===== config.mk =====
export PLATFORM = sky130hd
export DESIGN_NAME = updown_counter_param
export DESIGN_NICKNAME = d
export VERILOG_FILES = /design/src/rtl/updown_counter_param.sv
export SDC_FILE = /design/constraint.sdc
export NUM_CORES = 1
export LEC_CHECK = 0
export CAP_MARGIN = 10
export CORE_MARGIN = 5
export CORE_UTILIZATION = 35
export DETAILED_ROUTE_END_ITERATION = 12
export GPL_TIMING_DRIVEN = 0
export SLEW_MARGIN = 20
export SYNTH_ARGS = -nofsm -noshare
export SYNTH_HDL_FRONTEND = slang
export SYNTH_SLANG_ARGS = --single-unit

===== constraint.sdc =====
create_clock -name CLK -period 5.1 [get_ports CLK]
set_input_delay 1.53 -clock CLK [delete_from_list [all_inputs] [get_ports CLK]]
set_output_delay 1.53 -clock CLK [all_outputs]
set_load 0.02 [all_outputs]

===== src/rtl/updown_counter_param.sv =====
// Parametrised up/down counter with run-time modulus, variable step, wrap or saturate
// behaviour, synchronous load, terminal-count pulse and sticky boundary flags.
module updown_counter_param #(
  parameter int               WIDTH     = 8,
  parameter int               STEP_W    = 4,
  parameter logic [WIDTH-1:0] RESET_VAL = '0
) (
  input  logic              CLK,
  input  logic              RST,
  input  logic              P_C,
  input  logic              U_D,
  input  logic              MODE,
  input  logic              LOAD,
  input  logic [WIDTH-1:0]  D,
  input  logic [WIDTH-1:0]  LIMIT,
  input  logic [STEP_W-1:0] STEP,
  input  logic              CLR_FLAGS,
  output logic [WIDTH-1:0]  Q,
  output logic              TC,
  output logic              OVF,
  output logic              UNF,
  output logic              AT_MAX,
  output logic              AT_ZERO
);

  // STEP may be wider than the count path, so the step clamp is done at whichever is wider
  localparam int CW = (STEP_W > WIDTH + 1) ? STEP_W : WIDTH + 1;

  logic [WIDTH:0]   lim_p1;
  logic [WIDTH:0]   s;
  logic [WIDTH:0]   sum;
  logic [CW-1:0]    step_cw;
  logic [CW-1:0]    lim_cw;
  logic [WIDTH-1:0] q_nxt;
  logic             up_evt;
  logic             dn_evt;

  always_comb begin
    lim_p1  = {1'b0, LIMIT} + {{WIDTH{1'b0}}, 1'b1};
    step_cw = CW'(STEP);
    lim_cw  = CW'(lim_p1);
    s       = (step_cw > lim_cw) ? lim_p1 : step_cw[WIDTH:0];
    sum     = {1'b0, Q} + s;
  end

  always_comb begin
    q_nxt  = Q;
    up_evt = 1'b0;
    dn_evt = 1'b0;
    if (LOAD) begin
      q_nxt = (D > LIMIT) ? LIMIT : D;
    end else if (Q > LIMIT) begin
      q_nxt = LIMIT;
    end else if (P_C) begin
      if (U_D) begin
        if (sum > {1'b0, LIMIT}) begin
          up_evt = 1'b1;
          q_nxt  = MODE ? LIMIT : WIDTH'(sum - lim_p1);
        end else begin
          q_nxt = sum[WIDTH-1:0];
        end
      end else begin
        // Q + LIMIT + 1 fits in WIDTH+1 bits because Q <= LIMIT here
        if ({1'b0, Q} < s) begin
          dn_evt = 1'b1;
          q_nxt  = MODE ? '0 : WIDTH'({1'b0, Q} + lim_p1 - s);
        end else begin
          q_nxt = WIDTH'({1'b0, Q} - s);
        end
      end
    end
  end

  always_ff @(posedge CLK or posedge RST) begin
    if (RST) begin
      Q   <= RESET_VAL;
      TC  <= 1'b0;
      OVF <= 1'b0;
      UNF <= 1'b0;
    end else begin
      Q   <= q_nxt;
      TC  <= up_evt | dn_evt;
      OVF <= up_evt | (OVF & ~CLR_FLAGS);
      UNF <= dn_evt | (UNF & ~CLR_FLAGS);
    end
  end

  assign AT_MAX  = (Q == LIMIT);
  assign AT_ZERO = (Q == '0);

endmodule


==> summary.md, run 1 <==
| Metric | Value |
|---|---|
| Largest net degree at the start of global routing | `12` |
| Hold Path Origin | `UNF` |
| Metal2 WL | `6.22 mm` |
| Boundary Pins | `40` |
| Clk Latency, worst-skew pair | `0.24 ns` |
| Via count | `3783` |
| Top Metal Used | `met4` |
| Placed cell areas | `4090 µm²` |
| Syn. warnings | `0` |
| # DRC | `0` |
| Rel. slew slack | `37.2%` |
| Worst r2r src | `Q[1]` |
| Nets | `620` |
| Critical Path AT | `6.34 ns` |
| FF-to-FF End | `Q[5]` |
| Fraction of power consumed by combinational cells | `91.1%` |
| CTS Buf Count | `3` |
| DR WL met3 | `815 µm` |
| Deepest clock path buffer count | `2` |
| Leak | `2.07 nW` |
| Fmax | `162 MHz` |
| Antenna viol nets, final | `0` |
| Post-route setup slack | `-1.07 ns` |
| Synthesized area per cell | `7.85 µm²` |
| DRT Pass-1 Iters | `4` |
| Final setup vio count | `10` |
| Dominant cells by area after synthesis | `ha_1 (20%), dfrtp_1 (8.0%), fa_1 (5.9%)` |
| Syn Inst Count | `436` |
| GRT Util Overall | `20.5%` |
| Crit path launch type | `input port` |
| DP HPWL | `9.43 mm` |
| Outcome | `complete, but fails checks` |
| Die Footprint | `11900 µm²` |
| CORE AREA | `9640 µm²` |
| Area growth syn-to-layout | `42.5%` |
| Synth Area in Compound Gates | `29.5%` |
| Clock power frac | `2.6%` |
| Register-to-register setup slack | `1.16 ns` |
| Cell accounting for the most synthesized area | `ha_1` |
| Post-synth EDFFs | `0` |
| Die Wd | `109 µm` |
| PwrDens | `702 nW/µm²` |
| Tot Pwr | `3.42 mW` |
| RSZ-0062 raised after global routing | `true` |
| Cell Area, Synth | `3420 µm²` |
| IO Port Bufs | `36` |
| CP Max Fanout | `3` |
| Worst setup path class | `input port to flop` |
| GR Overflow Total | `0` |
| Failing checks | `negative setup slack` |
| Count of different cell masters after synthesis | `71` |
| Pins Over Slew Limit | `0` |
| Antenna violations before repair | `0` |
| Initial Util | `35.5%` |
| Crit end category | `flop` |
| Top-area cell type share of the netlist area | `19.8%` |
| Clock transition at the registers of the reported paths | `0.05 ns` |
| Post-Synth Adder-Cell Area | `25.9%` |
| Row Count | `36` |
| Final min period | `6.17 ns` |
| Per-cell routed wire length | `19.1 µm` |
| Largest family of logic cells by synthesized area | `compound AO/OA/AOI/OAI gates` |
| CTS tree | `done` |
| H-tree levels | `1` |
| First-pass GRT wire length | `19.0 mm` |
| Hold EP | `UNF` |
| Iteration-0 DRC Markers | `260` |
| Dpl cells | `614` |
| Main synth FF type | `dfrtp_1` |
| Vias in the first global route | `3679` |
| HP Class | `flop to flop` |
| Post-route cell area | `4870 µm²` |
| Setup_tns | `-8.55 ns` |
| Register area share after synthesis | `8.05%` |
| Die Height | `109 µm` |
| Peak VDD IR | `0.271 mV` |
| Mux cell area share after synthesis | `1.87%` |
| WL final | `12.6 mm` |
| Post-Synth XOR/XNOR Area | `7.90%` |
| Yosys reg bits | `11` |
| Hold Crit Depth | `2` |
| M1 WL | `5.35 mm` |
| Most common cell in the netlist | `ha_1` |
| Filler cells | `983` |
| Finished Core Util | `50.6%` |
| Data required, critical path | `5.27 ns` |
| Reg power frac | `6.2%` |
| Via density | `5.72` |
| Internal power | `1.64 mW` |
| Tcrit/Tclk final | `121%` |
| Actual slew at the worst max-slew pin | `0.935 ns` |
| Fin Clk Skew | `0.00287 ns` |
| Endpoints failing hold | `0` |
| CTS hold repair buffers | `0` |
| Switch Pwr | `1.78 mW` |
| GPL Wtd Cong | `0.903` |
| FF-to-FF path depth | `15` |
| Root Buffer Master | `clkbuf_8` |
| Synth Area in Simple Gates | `18.5%` |
| ANT cells | `0` |
| Layout Cells excl Fill | `661` |
| Sw frac | `52.0%` |
| CTS sink count | `11` |
| Max_cap viols | `0` |
| Post-synth ARST share | `100%` |
| Share of layout cells above drive strength 1 | `29.7%` |
| Top post-synthesis cells by count | `ha_1 (54), inv_1 (46), a21oi_1 (31)` |
power groups by stage:
stage	Clock (mW)	Combinational [mW]	Sequential [mW]
finish	0.0905	3.12	0.213
CTS	0.0892	2.76	0.212
global placement	0	2.22	0.214
detailed placement	0	2.28	0.212
global route	0.0944	3.35	0.221
floorplan	0	1.68	0.217
cell usage in the layout (no fill, tap or decap), drive strengths merged, types with 4 or more instances in the layout:
cell type / Yosys / routed
buf: 8 / 55
o2111ai: 7 / 7
nor2b: 6 / 6
nand3: 12 / 12
a21o: 5 / 5
a31oi: 4 / 4
a211oi: 8 / 8
a221oi: 7 / 7
clkbuf: 6 / 11
clkdlybuf4s50: 0 / 29
inv: 50 / 49
fa: 10 / 10
nand4: 9 / 9
o211ai: 6 / 6
o21a: 10 / 10
nand2: 24 / 24
ha: 54 / 54
o21bai: 10 / 10
nor3: 8 / 8
xnor2: 21 / 21
conb: 2 / 11
o211a: 4 / 4
nand2b: 5 / 5
o22ai: 6 / 6
xor2: 6 / 6
a21oi: 31 / 31
or3: 6 / 6
dfrtp: 11 / 11
o21ai: 23 / 23
nor2: 31 / 31
routing by layer:
| metal | up-vias | track usage, % |
|---|---|---|
| met2 | 140 | 36.1 |
| met3 | 22 | 3.26 |
| met5 | - | 0 |
| met4 | 0 | 2.98 |
| met1 | 1843 | 26.8 |
| li1 | 1778 | - |
worst max-delay path: stages:
cell       delay [ns]
buf_12           0.10
ha_4             0.27
inv_4            0.04
ha_4             0.23
a21oi_2          0.14
a21oi_2          0.04
maj3_2           0.33
o21ai_2          0.19
a21oi_4          0.09
mux2i_2          0.24
ha_2             0.25
inv_2            0.04
fa_2             0.34
nand2b_4         0.16
a21oi_2          0.15
nor2_2           0.06
xnor2_2          0.21
ha_2             0.26
a21oi_2          0.05
o211a_1          0.17
or4_4            0.59
xnor2_2          0.15
a21oi_2          0.05
a221oi_2         0.30
o2111ai_1        0.16
a21oi_1          0.18
how the worst max path moves through the flow:
| stage | startpoint | to | slack, ns | cells past startpoint |
|---|---|---|---|---|
| floorplan | LIMIT[0] | Q[2] | -1.05 | 27 |
| global placement | LIMIT[0] | Q[2] | -2.56 | 25 |
| CTS | LIMIT[0] | Q[2] | -1.08 | 27 |
| global route | LIMIT[0] | Q[5] | -1.26 | 26 |
| finish | LIMIT[1] | Q[5] | -1.07 | 26 |
| detailed placement | LIMIT[0] | Q[2] | -2.60 | 25 |
area by class of cell:
class / instances / area, µm² / area share (%)
tap: 133 / 166 / 3.41
timing repair buffer: 82 / 736 / 15.1
multi-input combinational: 370 / 3390 / 69.5
inverter: 50 / 199 / 4.08
buffer: 11 / 67.6 / 1.39
sequential: 11 / 275 / 5.65
clock buffer: 4 / 45.0 / 0.924
state kept, by name (all words and copies together), names as in the netlist:
signal  flops
Q           8
OVF         1
TC          1
UNF         1
cell families after synthesis:
logic type / after synthesis
compound gates: 139
simple gates: 122
fa+ha+maj: 65
buf+inv: 64
xor+xnor: 27
flops: 11
mux: 6
other cells: 2
through the flow:
step | setup slack, ns | hold WS, ns
final | -1.07 | 0.542
after global routing | -1.26 | 0.555
after CTS | -1.08 | 0.547
after detailed placement | -2.60 | 0.539
after floorplan | -1.05 | 0.616
after global placement | -2.56 | 0.524
timing repair:
| item | CTS | global route |
|---|---|---|
| resized for setup | 78 | 44 |
| pin swaps | 34 | 36 |
| endpoints found under the hold margin | 0 | 0 |
| endpoints found under the setup margin | 12 | 12 |
| setup buffers | 28 | 19 |
No activity file was read; power rests on OpenSTA's default activity.
==> run 2, diff against run 1 <==
--- a/config.mk
+++ b/config.mk
@@ -6,10 +6,13 @@
 export NUM_CORES = 1
 export LEC_CHECK = 0
 export CAP_MARGIN = 10
+export CELL_PAD_IN_SITES_DETAIL_PLACEMENT = 1
+export CELL_PAD_IN_SITES_GLOBAL_PLACEMENT = 1
 export CORE_MARGIN = 5
 export CORE_UTILIZATION = 35
 export DETAILED_ROUTE_END_ITERATION = 12
 export GPL_TIMING_DRIVEN = 0
+export PLACE_DENSITY_LB_ADDON = 0.1
 export SLEW_MARGIN = 20
 export SYNTH_ARGS = -nofsm -noshare
 export SYNTH_HDL_FRONTEND = slang
==> summary.md, run 2 (same netlist as run 1, synthesis figures left out) <==
| Metric | Value |
|---|---|
| Outcome | `complete, but fails checks` |
| Failing checks | `negative setup slack` |
| Boundary Pins | `40` |
| Most frequent cells in the layout | `ha_1 (45), inv_1 (40), buf_4 (33)` |
| CTS sink count | `11` |
| Crit end category | `flop` |
| CTS tree | `done` |
| Max_cap viols | `0` |
| CP dominant cell by count | `a21oi_2` |
| Via density | `5.63` |
| Die Height | `109 µm` |
| Data required, critical path | `5.22 ns` |
| DP HPWL | `10.7 mm` |
| WL final | `13.8 mm` |
| Layout Cells excl Fill | `655` |
| DRT Pass-1 Iters | `4` |
| Pins Over Slew Limit | `0` |
| GRT Util Overall | `23.6%` |
| Antenna viol nets, final | `0` |
| CORE AREA | `9640 µm²` |
| Critical Path AT | `6.33 ns` |
| Fin Clk Skew | `0.00429 ns` |
| Number of flip-flops in the largest register | `8` |
| Dpl cells | `614` |
| Leak | `2.04 nW` |
| PwrDens | `697 nW/µm²` |
| Area growth syn-to-layout | `40.1%` |
| Hold Crit Depth | `2` |
| Per-cell routed wire length | `21.1 µm` |
| Rel. slew slack | `35.5%` |
| Nets | `614` |
| Final setup vio count | `11` |
| # DRC | `0` |
| Tcrit/Tclk final | `122%` |
| Buf+Inv Stages, Crit Path | `6` |
| Die Footprint | `11900 µm²` |
| Fmax | `161 MHz` |
| Share of layout cells above drive strength 1 | `27.2%` |
| Vias in the first global route | `3933` |
| Endpoints failing hold | `0` |
| Antenna violations before repair | `0` |
| Stages on worst setup path | `28` |
| Iteration-0 DRC Markers | `131` |
| Die Wd | `109 µm` |
| Slowest stage cell on the critical path | `fa_2` |
| RSZ-0062 raised after global routing | `true` |
| Actual slew at the worst max-slew pin | `0.961 ns` |
| Leading cell type in the layout, fill and taps excluded | `ha_1` |
| FF-to-FF path depth | `17` |
| CP peak stage delay | `0.35 ns` |
| Root Buffer Master | `clkbuf_8` |
| H-tree levels | `1` |
| CTS Buf Count | `3` |
| GPL Wtd Cong | `0.903` |
| Clock transition at the registers of the reported paths | `0.06 ns` |
| Critical path's top delay family | `adder cells` |
| Initial Util | `35.5%` |
| Row Count | `36` |
| Deepest clock path buffer count | `2` |
| Post-route setup slack | `-1.12 ns` |
| First-pass GRT wire length | `21.4 mm` |
| Filler cells | `1189` |
| ANT cells | `0` |
| IO Port Bufs | `36` |
| HP Class | `flop to flop` |
| Crit path launch type | `input port` |
| Clk Latency, worst-skew pair | `0.25 ns` |
| Hold_ws | `0.562 ns` |
| Peak VDD IR | `0.277 mV` |
| Via count | `3688` |
| Largest net degree at the start of global routing | `12` |
| GR Overflow Total | `0` |
| CP Max Fanout | `5` |
| Worst setup path class | `input port to flop` |
| Largest Register | `Q` |
| Final min period | `6.22 ns` |
run 2: cell types whose count changed in the layout (fill, tap and decap cells not counted), sizes merged:
cell           change
clkinvlp           +1
buf                -7
inv                -1
clkdlybuf4s15      +1
run 2: final timing paths:
check                            end     start  slack, ns
worst max-delay path            Q[2]  LIMIT[0]      -1.12
worst min-delay path             UNF       UNF       0.56
worst max register to register  Q[2]      Q[1]       1.17
worst min register to register   UNF       UNF       0.56
max in group asynchronous       Q[2]       RST       3.17
min in group asynchronous        UNF       RST       1.60
run 2: per-layer routing:
layer	vias to the layer above	share of wire [%]	GRT usage, %
li1	1764	-	-
met1	1850	45	31.4
met2	62	50	42.5
met3	12	4.0	1.95
met4	0	1.0	3.34
met5	-	0	0
run 2: stage by stage:
stage | power [mW] | area, µm² | worst slack [ns] | setup TNS [ns] | utilization [%]
after detailed placement | 2.55 | 4090 | -2.89 | -29.01 | 42.4
after floorplan | 1.90 | 3560 | -1.05 | -8.21 | -
after global placement | 2.49 | 4090 | -2.87 | -28.55 | 42.4
after global routing | 3.61 | 4790 | -1.27 | -11.38 | 49.7
after CTS | 3.14 | 4580 | -1.14 | -9.55 | 47.5
final | 3.34 | 4790 | -1.12 | -9.58 | 49.7
run 2: final cells by class:
class,instances,area [µm²],share of cell area (%)
well taps,133,166,3.47
flip-flops and latches,11,275,5.75
repair buffers,75,694,14.5
multi-input cells,370,3330,69.5
plain buffers,12,78.8,1.65
inverters,50,203,4.23
clock buffers,4,45.0,0.940
run 2: report_power, final:
group	total, mW	internal, mW	switching (mW)
combinational	3.03	1.41	1.62
sequential	0.215	0.121	0.0935
clock	0.0971	0.0554	0.0418
total	3.34	1.58	1.75
run 2: what timing repair did:
action | 4_1_cts | 5_1_grt
endpoints found under the hold margin | 0 | 0
pin swaps | 34 | 15
gates cloned | 0 | 0
setup endpoints to repair | 12 | 12
gates resized for setup | 78 | 31
setup buffers | 28 | 11
hold buffers | 0 | 0
run 2: tightest hold or removal path, stage by stage, from the launching register on:
cell     delay [ns]
dfrtp_1        0.38
inv_1          0.07
o22ai_2        0.07
==> run 3, diff against run 2 <==
--- a/config.mk
+++ b/config.mk
@@ -8,7 +8,6 @@
 export CAP_MARGIN = 10
 export CELL_PAD_IN_SITES_DETAIL_PLACEMENT = 1
 export CELL_PAD_IN_SITES_GLOBAL_PLACEMENT = 1
-export CORE_MARGIN = 5
 export CORE_UTILIZATION = 35
 export DETAILED_ROUTE_END_ITERATION = 12
 export GPL_TIMING_DRIVEN = 0
==> summary.md, run 3 (same netlist as run 1, synthesis figures left out) <==
| Metric | Value |
|---|---|
| Antenna violations before repair | `0` |
| Leak | `2.11 nW` |
| Via count | `3767` |
| Nets | `622` |
| Area growth syn-to-layout | `45.0%` |
| Layout Cells excl Fill | `659` |
| Deepest clock path buffer count | `2` |
| Root Buffer Master | `clkbuf_8` |
| DRT Pass-1 Iters | `5` |
| Initial Util | `36.5%` |
| Post-route cell area | `4960 µm²` |
| WL final | `13.7 mm` |
| Outcome | `complete, but fails checks` |
| GPL Wtd Cong | `0.896` |
| PwrDens | `719 nW/µm²` |
| Largest Register | `Q` |
| Rel. slew slack | `37.3%` |
| Fmax | `161 MHz` |
| RSZ-0062 raised after global routing | `true` |
| First-pass GRT wire length | `21.1 mm` |
| Fin Clk Skew | `0.000880 ns` |
| GRT Util Overall | `27.1%` |
| Leading cell type in the layout, fill and taps excluded | `ha_1` |
| Per-cell routed wire length | `20.7 µm` |
| CTS tree | `done` |
| Boundary Pins | `40` |
| Number of flip-flops in the largest register | `8` |
| IO Port Bufs | `36` |
| ANT cells | `0` |
| Peak VDD IR | `0.300 mV` |
| Tcrit/Tclk final | `122%` |
| CP Max Fanout | `4` |
| H-tree levels | `1` |
| Pre-CTS WS | `-2.89 ns` |
| Crit end category | `flop` |
| Clk Latency, worst-skew pair | `0.24 ns` |
| Endpoints failing hold | `0` |
| Worst setup path class | `input port to flop` |
| Final min period | `6.23 ns` |
| Post-route setup slack | `-1.13 ns` |
| Clock transition at the registers of the reported paths | `0.05 ns` |
| Die Footprint | `10200 µm²` |
| Pins Over Slew Limit | `0` |
| GR Overflow Total | `0` |
| Die Wd | `101 µm` |
| Dpl cells | `610` |
| Row Count | `35` |
| Actual slew at the worst max-slew pin | `0.934 ns` |
| Largest net degree at the start of global routing | `12` |
| Vias in the first global route | `3908` |
| # DRC | `0` |
| HP Class | `flop to flop` |
| Via density | `5.72` |
| Failing checks | `negative setup slack` |
| Antenna viol nets, final | `0` |
| Data required, critical path | `5.26 ns` |
| Max_cap viols | `0` |
| CTS sink count | `11` |
| CTS Buf Count | `3` |
| Critical Path AT | `6.39 ns` |
| DP HPWL | `10.3 mm` |
| Crit path launch type | `input port` |
| CTS hold repair buffers | `0` |
| Final setup vio count | `11` |
| Most frequent cells in the layout | `ha_1 (44), inv_1 (39), buf_4 (35)` |
| Die Height | `101 µm` |
| Setup_tns | `-9.85 ns` |
| CORE AREA | `9370 µm²` |
| Share of layout cells above drive strength 1 | `29.6%` |
| Placed cell areas | `4080 µm²` |
| Iteration-0 DRC Markers | `116` |
[run 3: changes by cell type in the layout (fill, tap and decap cells not counted), sizes merged]
| cell | previous run | this run |
|---|---|---|
| inv | 48 | 50 |
| buf | 48 | 57 |
| clkbuf | 11 | 10 |
| clkinvlp | 2 | 0 |
| clkdlybuf4s15 | 1 | 0 |
| dlygate4sd2 | 2 | 3 |
[run 3: per-stage QoR]
step           util [%]  power [mW]  hold slack, ns
2_1_floorplan         -        1.90           0.616
3_3_place_gp       43.5        2.47           0.526
3_5_place_dp       43.5        2.54           0.526
4_1_cts            48.4        3.10           0.548
5_1_grt            52.9        3.83           0.582
6_report           52.9        3.56           0.559
[run 3: power by group]
part | internal [mW] | switching, mW
logic | 1.53 | 1.73
registers | 0.122 | 0.0980
clock network | 0.0549 | 0.0329
total | 1.71 | 1.86
[run 3: timing repair]
item / CTS / global route
setup buffers: 25 / 25
gates resized for setup: 77 / 56
pin swaps: 36 / 36
endpoints found under the setup margin: 12 / 11
[run 3: final timing paths]
kind                       startpoint   end  slack [ns]  cells past startpoint
max                          LIMIT[1]  Q[7]       -1.13                     27
min                               OVF   OVF        0.56                      2
max reg2reg                      Q[1]  Q[7]        1.13                     16
min reg2reg                       OVF   OVF        0.56                      2
max in group asynchronous         RST  Q[0]        3.17                      2
min in group asynchronous         RST  Q[7]        1.61                      2
[run 3: layout make-up]
class	count	area, µm²
fill	1136	4410
sequential	11	275
inverter	50	198
clock buffer	4	45.0
multi-input combinational	370	3420
tap	129	161
buffer	11	71.3
timing repair buffer	84	788
[run 3: worst max-delay path: stages]
cell and delay, ns:
buf_12 0.10, ha_4 0.27, inv_4 0.04, ha_4 0.26, a21oi_2 0.05, a21oi_2 0.10
maj3_2 0.24, nand2_2 0.08, a21oi_4 0.21, mux2i_2 0.28, ha_2 0.24, inv_2 0.05
fa_2 0.38, nand2b_4 0.17, a21oi_2 0.13, nor2_2 0.06, xnor2_2 0.26, ha_2 0.26
a21oi_1 0.05, o211a_1 0.18, or4_4 0.60, o2111ai_4 0.23, a211oi_2 0.05, buf_4 0.17
nand4_1 0.09, o2111ai_1 0.13, o21ai_1 0.16
[run 3: layer usage]
| metal | wire [µm] | GRT usage (%) | vias up |
|---|---|---|---|
| li1 | - | - | 1785 |
| met1 | 6190 | 37.1 | 1863 |
| met2 | 6680 | 46.2 | 100 |
| met3 | 545 | 2.01 | 19 |
| met4 | 248 | 7.25 | 0 |
| met5 | 0 | 0 | - |
